File: config.mk
export PLATFORM = sky130hd
export DESIGN_NAME = pipe_result_buf_flat
export DESIGN_NICKNAME = d
export VERILOG_FILES = /design/src/rtl/pipe_result_buf_pkg.sv /design/src/rtl/pipe_result_buf_if.sv /design/src/rtl/pipe_result_buf_mem.sv /design/src/rtl/pipe_result_buf.sv /design/src/flat_wrapper.sv
export SDC_FILE = /design/constraint.sdc
export NUM_CORES = 1
export LEC_CHECK = 0
export CAP_MARGIN = 20
export CORE_MARGIN = 3
export CORE_UTILIZATION = 40
export DETAILED_ROUTE_END_ITERATION = 6
export DONT_BUFFER_PORTS = 1
export PLACE_DENSITY_LB_ADDON = 0.15
export SKIP_LAST_GASP = 1
export SYNTH_ARGS = -nofsm -noshare
export SYNTH_HDL_FRONTEND = slang
export SYNTH_SLANG_ARGS = --single-unit
File: constraint.sdc
create_clock -name clk -period 5.7 [get_ports clk]
set_clock_uncertainty 0.05 [all_clocks]
set_input_delay 1.425 -clock clk [delete_from_list [all_inputs] [get_ports clk]]
set_output_delay 1.425 -clock clk [all_outputs]
set_load 0.1 [all_outputs]
File: src/rtl/pipe_result_buf_pkg.sv
// Shared defaults, width helpers and entry type for the adder result buffer.
package pipe_result_buf_pkg;

    localparam int DW_DEFAULT    = 32;
    localparam int DEPTH_DEFAULT = 8;
    localparam int SKID_DEFAULT  = 4;

    typedef logic [DW_DEFAULT-1:0] res_t;

    function automatic int ptr_w(input int depth);
        return $clog2(depth);
    endfunction

    function automatic int cnt_w(input int depth);
        return $clog2(depth + 1);
    endfunction

endpackage

File: src/rtl/pipe_result_buf_if.sv
// Adder-to-buffer-to-consumer signal bundle; master is the adder/consumer side.
interface pipe_result_buf_if #(
    parameter int DW    = 32,
    parameter int DEPTH = 8
);
    logic                         flush;
    logic                         vld_i;
    logic [DW-1:0]                result_i;
    logic                         stall_o;
    logic [DW-1:0]                out_data;
    logic                         out_valid;
    logic                         out_ready;
    logic [$clog2(DEPTH+1)-1:0]   count;
    logic                         ovf;

    modport master (
        output flush, vld_i, result_i, out_ready,
        input  stall_o, out_data, out_valid, count, ovf
    );

    modport slave (
        input  flush, vld_i, result_i, out_ready,
        output stall_o, out_data, out_valid, count, ovf
    );
endinterface

File: src/rtl/pipe_result_buf_mem.sv
// Result storage array: one synchronous write port, one combinational read port.
// Latency: write visible on the read port the cycle after the write edge; no backpressure.
module pipe_result_buf_mem
    import pipe_result_buf_pkg::*;
#(
    parameter int DW    = DW_DEFAULT,
    parameter int DEPTH = DEPTH_DEFAULT
) (
    input  logic                     clk,
    input  logic                     i_we,
    input  logic [ptr_w(DEPTH)-1:0]  i_waddr,
    input  logic [DW-1:0]            i_wdata,
    input  logic [ptr_w(DEPTH)-1:0]  i_raddr,
    output logic [DW-1:0]            o_rdata
);
    logic [DW-1:0] r_mem [DEPTH];

    always_ff @(posedge clk) begin
        if (i_we)
            r_mem[i_waddr] <= i_wdata;
    end

    assign o_rdata = r_mem[i_raddr];
endmodule

File: src/rtl/pipe_result_buf.sv
// Circular result FIFO behind the pipelined adder; optional pop accumulator via PIPE_RESULT_BUF_ACC_EN.
// Latency: vld_i to out_valid 1 cycle, no bypass; 1 push + 1 pop per cycle.
// Backpressure: registered stall_o at count >= DEPTH-SKID; overflowing pushes drop and set sticky ovf.
module pipe_result_buf
    import pipe_result_buf_pkg::*;
#(
    parameter int DW    = DW_DEFAULT,
    parameter int DEPTH = DEPTH_DEFAULT,
    parameter int SKID  = SKID_DEFAULT
) (
    input  logic                 clk,
    input  logic                 resetn,
    pipe_result_buf_if.slave     bus
`ifdef PIPE_RESULT_BUF_ACC_EN
    ,
    output logic [DW+7:0]        acc
`endif
);
    localparam int AW = ptr_w(DEPTH);
    localparam int CW = cnt_w(DEPTH);
    localparam logic [CW-1:0] FULL_CNT  = CW'(DEPTH);
    localparam logic [CW-1:0] STALL_CNT = CW'(DEPTH - SKID);

    logic [AW-1:0] r_wr_ptr;
    logic [AW-1:0] r_rd_ptr;
    logic [CW-1:0] r_count;
    logic          r_stall;
    logic          r_ovf;

    logic          w_push;
    logic          w_pop;
    logic [CW-1:0] w_count_nxt;
    logic [DW-1:0] w_rdata;

    // A pop frees a slot in the same cycle, so a full buffer still accepts a push.
    assign w_pop  = (r_count != '0) & bus.out_ready;
    assign w_push = bus.vld_i & ((r_count != FULL_CNT) | w_pop);

    always_comb begin
        w_count_nxt = r_count;
        if (w_push && !w_pop)
            w_count_nxt = r_count + CW'(1);
        else if (!w_push && w_pop)
            w_count_nxt = r_count - CW'(1);
    end

    always_ff @(posedge clk or posedge resetn) begin
        if (resetn) begin
            r_wr_ptr <= '0;
            r_rd_ptr <= '0;
            r_count  <= '0;
            r_stall  <= 1'b0;
            r_ovf    <= 1'b0;
        end else if (bus.flush) begin
            r_wr_ptr <= '0;
            r_rd_ptr <= '0;
            r_count  <= '0;
            r_stall  <= 1'b0;
            r_ovf    <= 1'b0;
        end else begin
            if (w_push)
                r_wr_ptr <= r_wr_ptr + AW'(1);
            if (w_pop)
                r_rd_ptr <= r_rd_ptr + AW'(1);
            r_count <= w_count_nxt;
            r_stall <= (w_count_nxt >= STALL_CNT);
            if (bus.vld_i && !w_push)
                r_ovf <= 1'b1;
        end
    end

    pipe_result_buf_mem #(
        .DW    (DW),
        .DEPTH (DEPTH)
    ) u_mem (
        .clk     (clk),
        .i_we    (w_push & ~bus.flush),
        .i_waddr (r_wr_ptr),
        .i_wdata (bus.result_i),
        .i_raddr (r_rd_ptr),
        .o_rdata (w_rdata)
    );

    assign bus.out_data  = w_rdata;
    assign bus.out_valid = (r_count != '0);
    assign bus.count     = r_count;
    assign bus.stall_o   = r_stall;
    assign bus.ovf       = r_ovf;

`ifdef PIPE_RESULT_BUF_ACC_EN
    logic [DW+7:0] r_acc;

    always_ff @(posedge clk or posedge resetn) begin
        if (resetn)
            r_acc <= '0;
        else if (bus.flush)
            r_acc <= '0;
        else if (w_pop)
            r_acc <= r_acc + {8'd0, w_rdata};
    end

    assign acc = r_acc;
`endif
endmodule

File: src/flat_wrapper.sv
// flat-port wrapper written by rule: the top's interface ports become plain ports
module pipe_result_buf_flat import pipe_result_buf_pkg::*;
#(
    parameter int DW    = DW_DEFAULT,
    parameter int DEPTH = DEPTH_DEFAULT,
    parameter int SKID  = SKID_DEFAULT
)
  (clk, resetn, bus_flush, bus_vld_i, bus_result_i, bus_out_ready, bus_stall_o, bus_out_data, bus_out_valid, bus_count, bus_ovf);
  pipe_result_buf_if #(.DW(DW), .DEPTH(DEPTH)) bus_i ();
  input  logic clk;
  input  logic resetn;
  input wire logic [$bits(bus_i.flush)-1:0] bus_flush;
  input wire logic [$bits(bus_i.vld_i)-1:0] bus_vld_i;
  input wire logic [$bits(bus_i.result_i)-1:0] bus_result_i;
  input wire logic [$bits(bus_i.out_ready)-1:0] bus_out_ready;
  output wire logic [$bits(bus_i.stall_o)-1:0] bus_stall_o;
  output wire logic [$bits(bus_i.out_data)-1:0] bus_out_data;
  output wire logic [$bits(bus_i.out_valid)-1:0] bus_out_valid;
  output wire logic [$bits(bus_i.count)-1:0] bus_count;
  output wire logic [$bits(bus_i.ovf)-1:0] bus_ovf;
  assign bus_i.flush = bus_flush;
  assign bus_i.vld_i = bus_vld_i;
  assign bus_i.result_i = bus_result_i;
  assign bus_i.out_ready = bus_out_ready;
  assign bus_stall_o = bus_i.stall_o;
  assign bus_out_data = bus_i.out_data;
  assign bus_out_valid = bus_i.out_valid;
  assign bus_count = bus_i.count;
  assign bus_ovf = bus_i.ovf;
  pipe_result_buf #(.DW(DW), .DEPTH(DEPTH), .SKID(SKID)) u_core (.clk(clk), .resetn(resetn), .bus(bus_i));
endmodule
Yosys cells after proc, flatten, opt, wreduce, memory -nomap -nowiden

Memory sizes are Yosys's and may differ from the RTL's.
Cells that the tools add are included.
Widths: inputs -> output; s select.

Bits of input ports: 37
Bits in writable memories: 256
Memories kept: 1
ROM bits: 0
Latch bits: 0
Register bits: 12
Output and inout port bits: 39
Logic and storage cells: 38

Reductions and logical operators: 9
Bitwise operators: 5
Muxes and demuxes: 12
Order comparisons: 1
Multipliers: 0
Div/mod/pow operators: 0
Add/sub/neg operators: 4
Equality and inequality tests: 1
Shift operators: 0

Memories:

| memory             | depth | width | rd ports | clocked after memory_dff | wr ports | RTL line                  | RTL |
|---|---|---|---|---|---|---|---|
| u_core.u_mem.r_mem | 8     | 32    | 1        | 0                        | 1        | pipe_result_buf_mem.sv:16 | `logic [DW-1:0] r_mem [DEPTH];` |

Operator list:

| kind                | count |
|---|---|
| $mux 3              | 4 |
| $mux 4              | 3 |
| $add 3x1->3 const B | 2 |
| $reduce_bool 2->1   | 3 |
| $mux 1              | 5 |
| $add 4x1->4 const B | 1 |
| $ge 4x3->1 const B  | 1 |
| $ne 4x4->1 const B  | 1 |
| $reduce_bool 4->1   | 1 |
| $sub 4x1->4 const B | 1 |
| $and 1x1->1         | 3 |
| $logic_and 1x1->1   | 3 |
| $logic_not 1->1     | 2 |
| $not 1->1           | 1 |
| $or 1x1->1          | 1 |

Logic depth before layout (Yosys ltp)

Gate-level depths: netlist (run 1).

Word-level depth: 10
Mapped depth: 8
Mapped depth without buffers: 7

Hierarchy

A second synthesis (run 1) with hierarchy kept.

Cells, all modules: 448
Area, all modules: 10457.5 µm²

Modules (own cells, without submodules):

| module              | times used | seq. area each (µm²) | area each (µm²) | cells an instance |
|---|---|---|---|---|
| pipe_result_buf_mem | 1          | 7687.4               | 9825.7          | 383 |
| pipe_result_buf     | 1          | 300.3                | 631.9           | 65 |

Worst setup path before layout (run 1)

OpenSTA, ideal clock, no wires.

Path type: input to register
Start: in bus_out_ready
End: mem u_core.u_mem.r_mem[0][0] (enable)
Data required time: 5.189 ns
Path buffers: 0
Setup time: 0.461 ns
Stages on the path: 4
Arrival time: 4.450 ns
Path slack: 0.738 ns
Cell sequence: and4bb_2 nand2b_1 or3_1 nor3_1

Word-level cells in the longest chain between the ends: 6

RTL lines:

| element                      | RTL line                  | RTL |
|---|---|---|
| from (decl)                  | flat_wrapper.sv:15        | `input wire logic [$bits(bus_i.out_ready)-1:0] bus_out_ready;` |
| $and 1x1->1                  | pipe_result_buf.sv:36     | `assign w_pop = (r_count != '0) & bus.out_ready;` |
| $or 1x1->1                   | pipe_result_buf.sv:37     | `assign w_push = bus.vld_i & ((r_count != FULL_CNT) \| w_pop);` |
| $and 1x1->1                  | pipe_result_buf.sv:37     |  |
| $and 1x1->1                  | pipe_result_buf.sv:77     | `.i_we (w_push & ~bus.flush),` |
| $mux 1                       | pipe_result_buf_mem.sv:19 | `if (i_we)` |
| $mux 1 (implied by the code) | pipe_result_buf_mem.sv:20 | `r_mem[i_waddr] <= i_wdata;` |
| to (decl)                    | pipe_result_buf_mem.sv:16 |  |

No other way between the ends.

Worst setup path after layout (run 1)

Start: reg u_core.r_count[0], in the netlist u_core.bus.count[0]
End: out bus_out_valid

Word-level cells in the longest chain between the ends: 1

RTL lines:

| element                | RTL line              | RTL |
|---|---|---|
| from (decl)            | pipe_result_buf.sv:26 | `logic [CW-1:0] r_count;` |
| from (signal assigned) | pipe_result_buf.sv:65 | `r_count <= w_count_nxt;` |
| $reduce_bool 4->1      | pipe_result_buf.sv:85 | `assign bus.out_valid = (r_count != '0);` |
| to (decl)              | flat_wrapper.sv:18    | `output wire logic [$bits(bus_i.out_valid)-1:0] bus_out_valid;` |

No other way between the ends.

==> results of run 1 <==
==> cells in the final DEF (no fill, tap or decap) <==
cell type / n
nand2b_1: 3
mux2_2: 32
or3b_1: 1
or3_1: 1
nor2_1: 12
inv_1: 4
xnor2_1: 2
a32oi_2: 1
nor4bb_1: 1
nor2_4: 6
dfrtp_2: 1
and4bb_2: 1
xor2_1: 5
dfrtp_4: 2
buf_4: 10
clkbuf_1: 7
a21oi_1: 4
nand2_1: 6
clkinv_1: 5
nor3_2: 2
ha_1: 4
and3b_4: 1
nor3_1: 1
edfxtp_1: 256
o21ai_2: 1
nand3_1: 2
a21oi_2: 1
clkinv_2: 5
clkbuf_16: 29
and2b_1: 1
and2_4: 1
mux4_2: 64
buf_12: 1
mux2i_1: 1
dfrtp_1: 9
a2111oi_2: 1
==> flip-flops by register name, summed over array words and instances (netlist names) <==
register            flops
u_core.bus.count        4
u_core.r_rd_ptr         3
u_core.bus.ovf          1
u_core.bus.stall_o      1
u_core.u_mem.r_mem    256
u_core.r_wr_ptr         3
==> layout make-up <==
type	count	area, um2	area share
clock buffers	36	752	0.0650
clock inverters	10	43.8	0.00379
inverters	4	15.0	0.00130
multi-input cells	155	2250	0.194
flip-flops and latches	268	8000	0.692
well taps	330	413	0.0357
repair buffers	11	95.1	0.00822
==> worst register-to-register path, delay by kind of cell (launching register included) <==
kind          cells  cell delay [ps]
fa+ha+maj         1              310
simple gates      4             1710
flops             1              990
buf+inv           2              550
==> where the power goes <==
group	total, mW	internal, mW	switching, mW	leakage [nW]
clock network	1.60	0.917	0.685	0.393
logic	1.40	0.426	0.971	0.682
registers	2.46	2.22	0.238	2.47
total	5.45	3.56	1.89	3.54
==> through the flow <==
stage	instances	utilization	worst slack, ps
after floorplan	447	-	738
after global placement	768	0.426	1800
after detailed placement	768	0.426	1700
after CTS	814	0.458	1200
after global routing	814	0.458	1110
final	814	0.458	1260
==> logic make-up after synthesis <==
logic type | Yosys count | share of synthesized area
buf+inv | 24 | 0.0105
xor+xnor | 7 | 0.00596
fa+ha+maj | 4 | 0.00487
mux | 97 | 0.176
simple gates | 39 | 0.0195
flops | 268 | 0.776
compound gates | 8 | 0.00669
==> worst min-delay path by stage <==
stage / to / slack [ps]
5_1_grt: u_core.r_wr_ptr[0] / 600
2_1_floorplan: u_core.r_wr_ptr[0] / 500
6_report: u_core.r_wr_ptr[0] / 550
3_5_place_dp: u_core.r_wr_ptr[0] / 540
4_1_cts: u_core.r_wr_ptr[0] / 560
3_3_place_gp: u_core.r_wr_ptr[0] / 520
==> routing by layer <==
metal | vias up | GRT usage | wire length [um]
met1 | 2292 | 0.178 | 7890
met5 | - | 0 | 0
met2 | 80 | 0.250 | 10100
li1 | 1900 | - | -
met4 | 0 | 0.0359 | 409
met3 | 31 | 0.0438 | 1220
==> metrics, run 1 <==
Hold Crit Depth=2; Routed Antenna Nets=0; Die ar.=27700 um2; placed cell areas=10800 um2; Critical Path Sink Type=output pin; Final HPWL DP=11.0 mm; most common cell in the netlist=edfxtp_1; largest net degree at the start of global routing=67; TritonCTS buffer count=28; Worst Hold Launch=u_core.r_wr_ptr[0]; RD Place Congestion=0.726; Fillers=2124; Fin Hold WS=555 ps; syn_nets=488; CTS Hold Bufs=0; root buffer cell=clkbuf_16; crit path DAT=2960 ps; Initial DRC Count=257; top_reg_cell synth=edfxtp_1; Rows=58; ratio of cells with drive above 1 in the final layout=0.329; setup TNS=0 ps; critical path peak fanout=6; Max Clk Rate=225 MHz; synth unique cells=30; Initial Utilization=0.407; Clk Latency, worst-skew pair=530 ps; Mapped Area=10300 um2; crit path to=bus_out_valid; Synth area leader=edfxtp_1; io pins=76; grt total ovfl=0; unrepaired setup endpoints after global routing=false; final net count=509; clock buffer depth=3; Post-CTS Setup Bufs=0; r2r endpoint=u_core.u_mem.r_mem[2][18]; CP startpoint kind=flip-flop; Synth top cells by count=edfxtp_1 (256), mux4_2 (64), mux2_2 (32), nor2_1 (18), dfrtp_1 (12); Worst-path clk slew=60 ps; chip width=166 um; TritonCTS clock tree=built; Leak=3.54 nW; Hold Crit Class=flip-flop to flip-flop; Slew HR=0.261; Slew @ Worst Pin=1110 ps; WL/cell=24.1 um; Synth Instances=447; Slew Limit Fails=0; IO buf count=0; reg2reg path depth=7; syn_area_per_cell=23.0 um2; sequential share of the synthesized area=0.776; Synth Register Bits=268; Levels on crit path=3; RR Startpoint=u_core.bus.count[0]; minimum clock period=4440 ps; core area=25300 um2; status=finished, final reports clean; Buf/Inv on CP=1; Antenna Cells=0; CP Cell Sequence=inv_1 -> ha_1 -> or3b_1; total iterations of the first detailed-routing run=4; Fin. Hold Viols=0; post-synth top area share=0.747; vias=4303; CP startpoint=u_core.bus.count[0]; top cells by area, synth=edfxtp_1 (75%), mux4_2 (14%), mux2_2 (3.5%); Setup violations, final=0; Reg2Reg Setup Slack=1780 ps; initial antenna violation count=0; Worst IR Drop VDD=0.216 mV; Area Overhead vs Synth=12.4%; Vias/cell=5.29; number of global-route vias before repair=4948; CP Class=flip-flop to output pin; Total GRT Usage=0.144; Critical Path RT=4220 ps; clk sinks=268; Gates resized, CTS repair=0; period utilization=0.779; Design Area, Final=11600 um2; first-pass GRT wire length=30.6 mm; delay-heaviest family, CP=flip-flops; Remaining DRCs=0; chip height=166 um; H-tree levels=1; slowest stage cell, crit path=dfrtp_1; Syn. warnings=0; WL final=19.6 mm; Post-synth EDFFs=256; CP max stage delay=990 ps; maxcap violations=0; Power Total=5.45 mW; power per cell area=472 nW/um2; ys async rst share=0.0448
Power figures use the tool's default switching activity.
==> run 2: changes to the inputs <==
clock period = 4.2 ns   (was 5.7 ns; I/O delays follow)
==> metrics, run 2 (synthesis results as in run 1) <==
IO buf count=0; Fin. Hold Viols=0; setup TNS=0 ps; H-tree levels=1; CTS Hold Bufs=0; minimum clock period=3630 ps; CP startpoint=u_core.r_rd_ptr[0]; largest net degree at the start of global routing=39; maxcap violations=0; P_sw=2.57 mW; clock share of power=0.309; switching part of the total power=0.337; slowest stage cell, crit path=mux4_2; WL final=19.3 mm; CP Cell Sequence=buf_12 -> mux4_2 -> mux2_2; Vias/cell=5.33; period utilization=0.865; TritonCTS clock tree=built; Initial Utilization=0.407; Gates resized, CTS repair=0; Rows=58; Die ar.=27700 um2; critical path peak fanout=37; Buf/Inv on CP=1; Max Clk Rate=275 MHz; Post-CTS Setup Bufs=0; Slew @ Worst Pin=950 ps; vias=4412; delay-heaviest family, CP=multiplexers; CP Class=flip-flop to output pin; Remaining DRCs=0; met3 Resource Use GR=0.0421; Hold Crit Class=primary input to async pin; max reg flops=256; Slew HR=0.367; final setup margin=568 ps; WL/cell=23.4 um; Worst-path clk slew=60 ps; Clk Latency, worst-skew pair=520 ps; clock buffer depth=3; GR peak layer=met2; RD Place Congestion=0.742; Final HPWL DP=11.2 mm; Pint=5.07 mW; CP max stage delay=570 ps; first-pass GRT wire length=30.0 mm; Comb pwr share=0.282; Fillers=2096; power per cell area=646 nW/um2; final net count=520; status=finished, final reports clean; total iterations of the first detailed-routing run=4; non-filler instance count after layout=828; Antenna Cells=0; dpl ws=1070 ps; Total GRT Usage=0.142; r2r endpoint=u_core.u_mem.r_mem[3][5]; root buffer cell=clkbuf_16; Leak=3.66 nW; commonest non-fill, non-tap cell in the layout=edfxtp_1; Setup violations, final=0; Area Overhead vs Synth=15.0%; chip height=166 um; unrepaired setup endpoints after global routing=false; Largest Register=u_core.u_mem.r_mem; RR Startpoint=u_core.bus.count[0]; Slew Limit Fails=0; reg2reg path depth=9; Critical Path RT=3100 ps; Initial DRC Count=250; ratio of cells with drive above 1 in the final layout=0.347; Cells after DPL=779; met1 global-route usage=0.181; part of the power in registers=0.409; clk sinks=268; Critical Path Sink Type=output pin; chip width=166 um; commonest cells after routing, fill and taps aside=edfxtp_1 (256), mux4_2 (64), mux2_2 (32); initial antenna violation count=0; Power Total=7.65 mW; grt total ovfl=0; Worst IR Drop VDD=0.320 mV; number of global-route vias before repair=4947; TritonCTS buffer count=28; core area=25300 um2; CP startpoint kind=flip-flop; crit path DAT=2530 ps; Routed Antenna Nets=0; io pins=76; met2 Resource Use GR=0.240; Reg2Reg Setup Slack=1160 ps
-- run 2: cell count changes in the layout (fill, tap and decap cells not counted), sizes merged --
cell,delta
buf,+11
clkbuf,-1
bufinv,+3
clkinv,+1
-- run 2: worst max-delay path by stage --
stage	to	slack (ps)	depth (start not counted)
6_report	bus_out_data[17]	570	3
5_1_grt	bus_out_data[17]	460	3
4_1_cts	bus_out_data[17]	500	3
3_5_place_dp	bus_out_data[17]	1070	3
3_3_place_gp	bus_out_data[17]	1080	3
2_1_floorplan	u_core.u_mem.r_mem[2][0]	140	6
-- run 2: per-stage QoR --
stage,cell area [um2],util,hold WS (ps)
4_1_cts,11800,0.469,369
5_1_grt,11800,0.469,405
6_report,11800,0.469,383
3_3_place_gp,10900,0.434,535
2_1_floorplan,10300,-,495
3_5_place_dp,10900,0.434,560
-- run 2: power groups by stage --
stage	sequential [mW]	clock, mW	combinational [mW]
final	3.13	2.36	2.16
after global routing	3.14	2.55	2.27
after CTS	3.13	2.42	2.20
after detailed placement	3.19	0	2.20
after global placement	3.18	0	2.18
after floorplan	3.24	0	1.86
-- run 2: area by class of cell --
cell class,instances,area (um2),share of cell area
tap,330,413,0.0349
clock buffer,35,748,0.0632
multi-input combinational,155,2260,0.191
sequential,268,8000,0.676
clock inverter,14,138,0.0116
timing repair buffer,22,265,0.0224
inverter,4,15.0,0.00127
-- run 2: worst register-to-register path, delay by kind of cell (launching register included) --
family | cells | cell delay [ps]
adder cells (fa/ha/maj) | 1 | 270
flip-flops | 1 | 320
buffers and inverters | 3 | 710
AND/OR/NAND/NOR | 5 | 1400
-- run 2: metal layers --
layer	share of wire	routed length, um
met4	0.023	444
met2	0.51	9830
met5	0	0
met3	0.064	1240
met1	0.40	7820
==> run 3: changes to the inputs <==
ABC_AREA = 1   (was not set)
==> metrics, run 3 <==
Critical Path RT=3100 ps; H-tree levels=1; commonest cells after routing, fill and taps aside=edfxtp_1 (256), nor2_1 (199), o21ai_0 (136); Final HPWL DP=12.1 mm; core area=26300 um2; Fillers=2279; r2r endpoint=u_core.u_mem.r_mem[1][9]; power per cell area=559 nW/um2; Post-CTS Setup Bufs=0; sequential share of the synthesized area=0.741; grt total ovfl=0; vias=6568; Fin Hold WS=383 ps; Syn. warnings=0; clk sinks=268; switching part of the total power=0.327; Worst IR Drop VDD=0.377 mV; top cells by area, synth=edfxtp_1 (71%), nor2_1 (7.2%), o21ai_0 (6.3%); Leak=4.49 nW; Comb pwr share=0.260; most common cell in the netlist=edfxtp_1; root buffer cell=clkbuf_16; Clk Latency, worst-skew pair=530 ps; unrepaired setup endpoints after global routing=false; setup TNS=0 ps; Synth Register Bits=268; CP startpoint=u_core.r_rd_ptr[0]; Fin. Hold Viols=0; io pins=76; first-pass GRT wire length=36.2 mm; Critical Path Sink Type=output pin; Worst-path clk slew=60 ps; Post-synth EDFFs=256; RD Place Congestion=0.765; met1 global-route usage=0.217; total iterations of the first detailed-routing run=5; crit path DAT=2390 ps; Reg2Reg Setup Slack=1150 ps; minimum clock period=3490 ps; ratio of cells with drive above 1 in the final layout=0.109; CP Class=flip-flop to output pin; CP Cell Sequence=inv_4 -> buf_4 -> nor2_1 -> o21ai_1 -> nand2_1 -> nand2_1 -> buf_12; Max Clk Rate=286 MHz; Slew Limit Fails=0; met2 Resource Use GR=0.265; syn_area_per_cell=12.0 um2; Mapped Area=10800 um2; IO buf count=0; commonest non-fill, non-tap cell in the layout=edfxtp_1; Area Overhead vs Synth=18.4%; Gates resized, CTS repair=0; period utilization=0.832; max reg flops=256; Pint=4.80 mW; P_sw=2.34 mW; reg2reg path depth=11; Routed Antenna Nets=0; TritonCTS buffer count=28; Design Area, Final=12800 um2; dpl ws=958 ps; CP startpoint kind=flip-flop; Remaining DRCs=0; Initial Utilization=0.410; critical path peak fanout=34; top_reg_cell synth=edfxtp_1; Rows=59; ys async rst share=0.0448; Hold Crit Class=primary input to async pin; final setup margin=706 ps; status=finished, final reports clean; final net count=974; TritonCTS clock tree=built; chip width=170 um; CP max stage delay=500 ps; WL final=22.8 mm; placed cell areas=11900 um2; Synth top cells by count=edfxtp_1 (256), nor2_1 (207), o21ai_0 (136), nand2_1 (135), o21ai_1 (60); part of the power in registers=0.429; Setup violations, final=0; met3 Resource Use GR=0.0300; CTS Hold Bufs=0; chip height=170 um; Largest Register=u_core.u_mem.r_mem; syn_nets=942; clock buffer depth=3; post-synth top area share=0.713; Initial DRC Count=442; initial antenna violation count=0; slowest stage cell, crit path=dfrtp_4; Total GRT Usage=0.159; GR peak layer=met2; Die ar.=29000 um2; Synth area leader=edfxtp_1; WL/cell=17.7 um; maxcap violations=0; synth unique cells=25; Slew @ Worst Pin=1060 ps; Antenna Cells=0; Slew HR=0.291; clock share of power=0.312; Vias/cell=5.09; number of global-route vias before repair=6418; fin util=0.486; largest net degree at the start of global routing=130; RR Startpoint=u_core.bus.count[0]; Synth Instances=901; Most common cell on crit path=nand2_1
## run 3: cell count changes in the layout (fill, tap and decap cells not counted), sizes merged, moves of 30 or more
cell,delta
o21ai,+195
nor2,+190
nand2,+130
mux4,-64
mux2,-32
buf,+30
## run 3: through the flow
stage | cells | power (mW)
6_report | 1290 | 7.14
3_5_place_dp | 1237 | 4.99
3_3_place_gp | 1237 | 4.99
2_1_floorplan | 901 | 4.40
4_1_cts | 1289 | 7.22
5_1_grt | 1290 | 7.44
## run 3: power groups by stage
stage | sequential [mW] | clock [mW] | combinational, mW
5_1_grt | 3.07 | 2.38 | 1.99
4_1_cts | 3.06 | 2.28 | 1.88
3_5_place_dp | 3.12 | 0 | 1.87
2_1_floorplan | 3.14 | 0 | 1.26
3_3_place_gp | 3.12 | 0 | 1.87
6_report | 3.06 | 2.23 | 1.86
## run 3: area by class of cell
type	instances	area (um2)	area share
clock buffers	34	744	0.0583
clock inverters	18	87.6	0.00686
repair buffers	52	948	0.0743
flip-flops and latches	268	8000	0.626
multi-input cells	564	2500	0.196
well taps	335	419	0.0328
inverters	19	73.8	0.00578
## run 3: how the worst max path moves through the flow
| stage | end | slack (ps) | cells after the start |
|---|---|---|---|
| 2_1_floorplan | u_core.u_mem.r_mem[0][0] | 340 | 9 |
| 3_3_place_gp | bus_out_data[31] | 1000 | 5 |
| 5_1_grt | bus_out_data[12] | 550 | 7 |
| 4_1_cts | bus_out_data[31] | 390 | 5 |
| 6_report | bus_out_data[24] | 710 | 7 |
| 3_5_place_dp | bus_out_data[31] | 960 | 5 |
## run 3: logic make-up (layout without fill, tap and decap cells)
logic type | Yosys count | count (layout) | share of synthesized area
xor+xnor | 1 | 1 | 0.000812
flops | 268 | 268 | 0.741
compound gates | 205 | 205 | 0.0956
fa+ha+maj | 4 | 4 | 0.00464
buf+inv | 69 | 123 | 0.0332
simple gates | 354 | 354 | 0.125
## run 3: metal layers
metal	wire, um	part of all wire	vias up
met5	0	0	-
met4	534	0.023	0
met1	10200	0.45	3188
met3	1110	0.049	35
li1	-	-	3212
met2	10900	0.48	133
## run 3: critical path, delay by kind of cell, from the launching register on
family                 cells  cell delay (ps)
AO/OA/AOI/OAI              1              210
buffers and inverters      3              870
AND/OR/NAND/NOR            3              270
flip-flops                 1              500
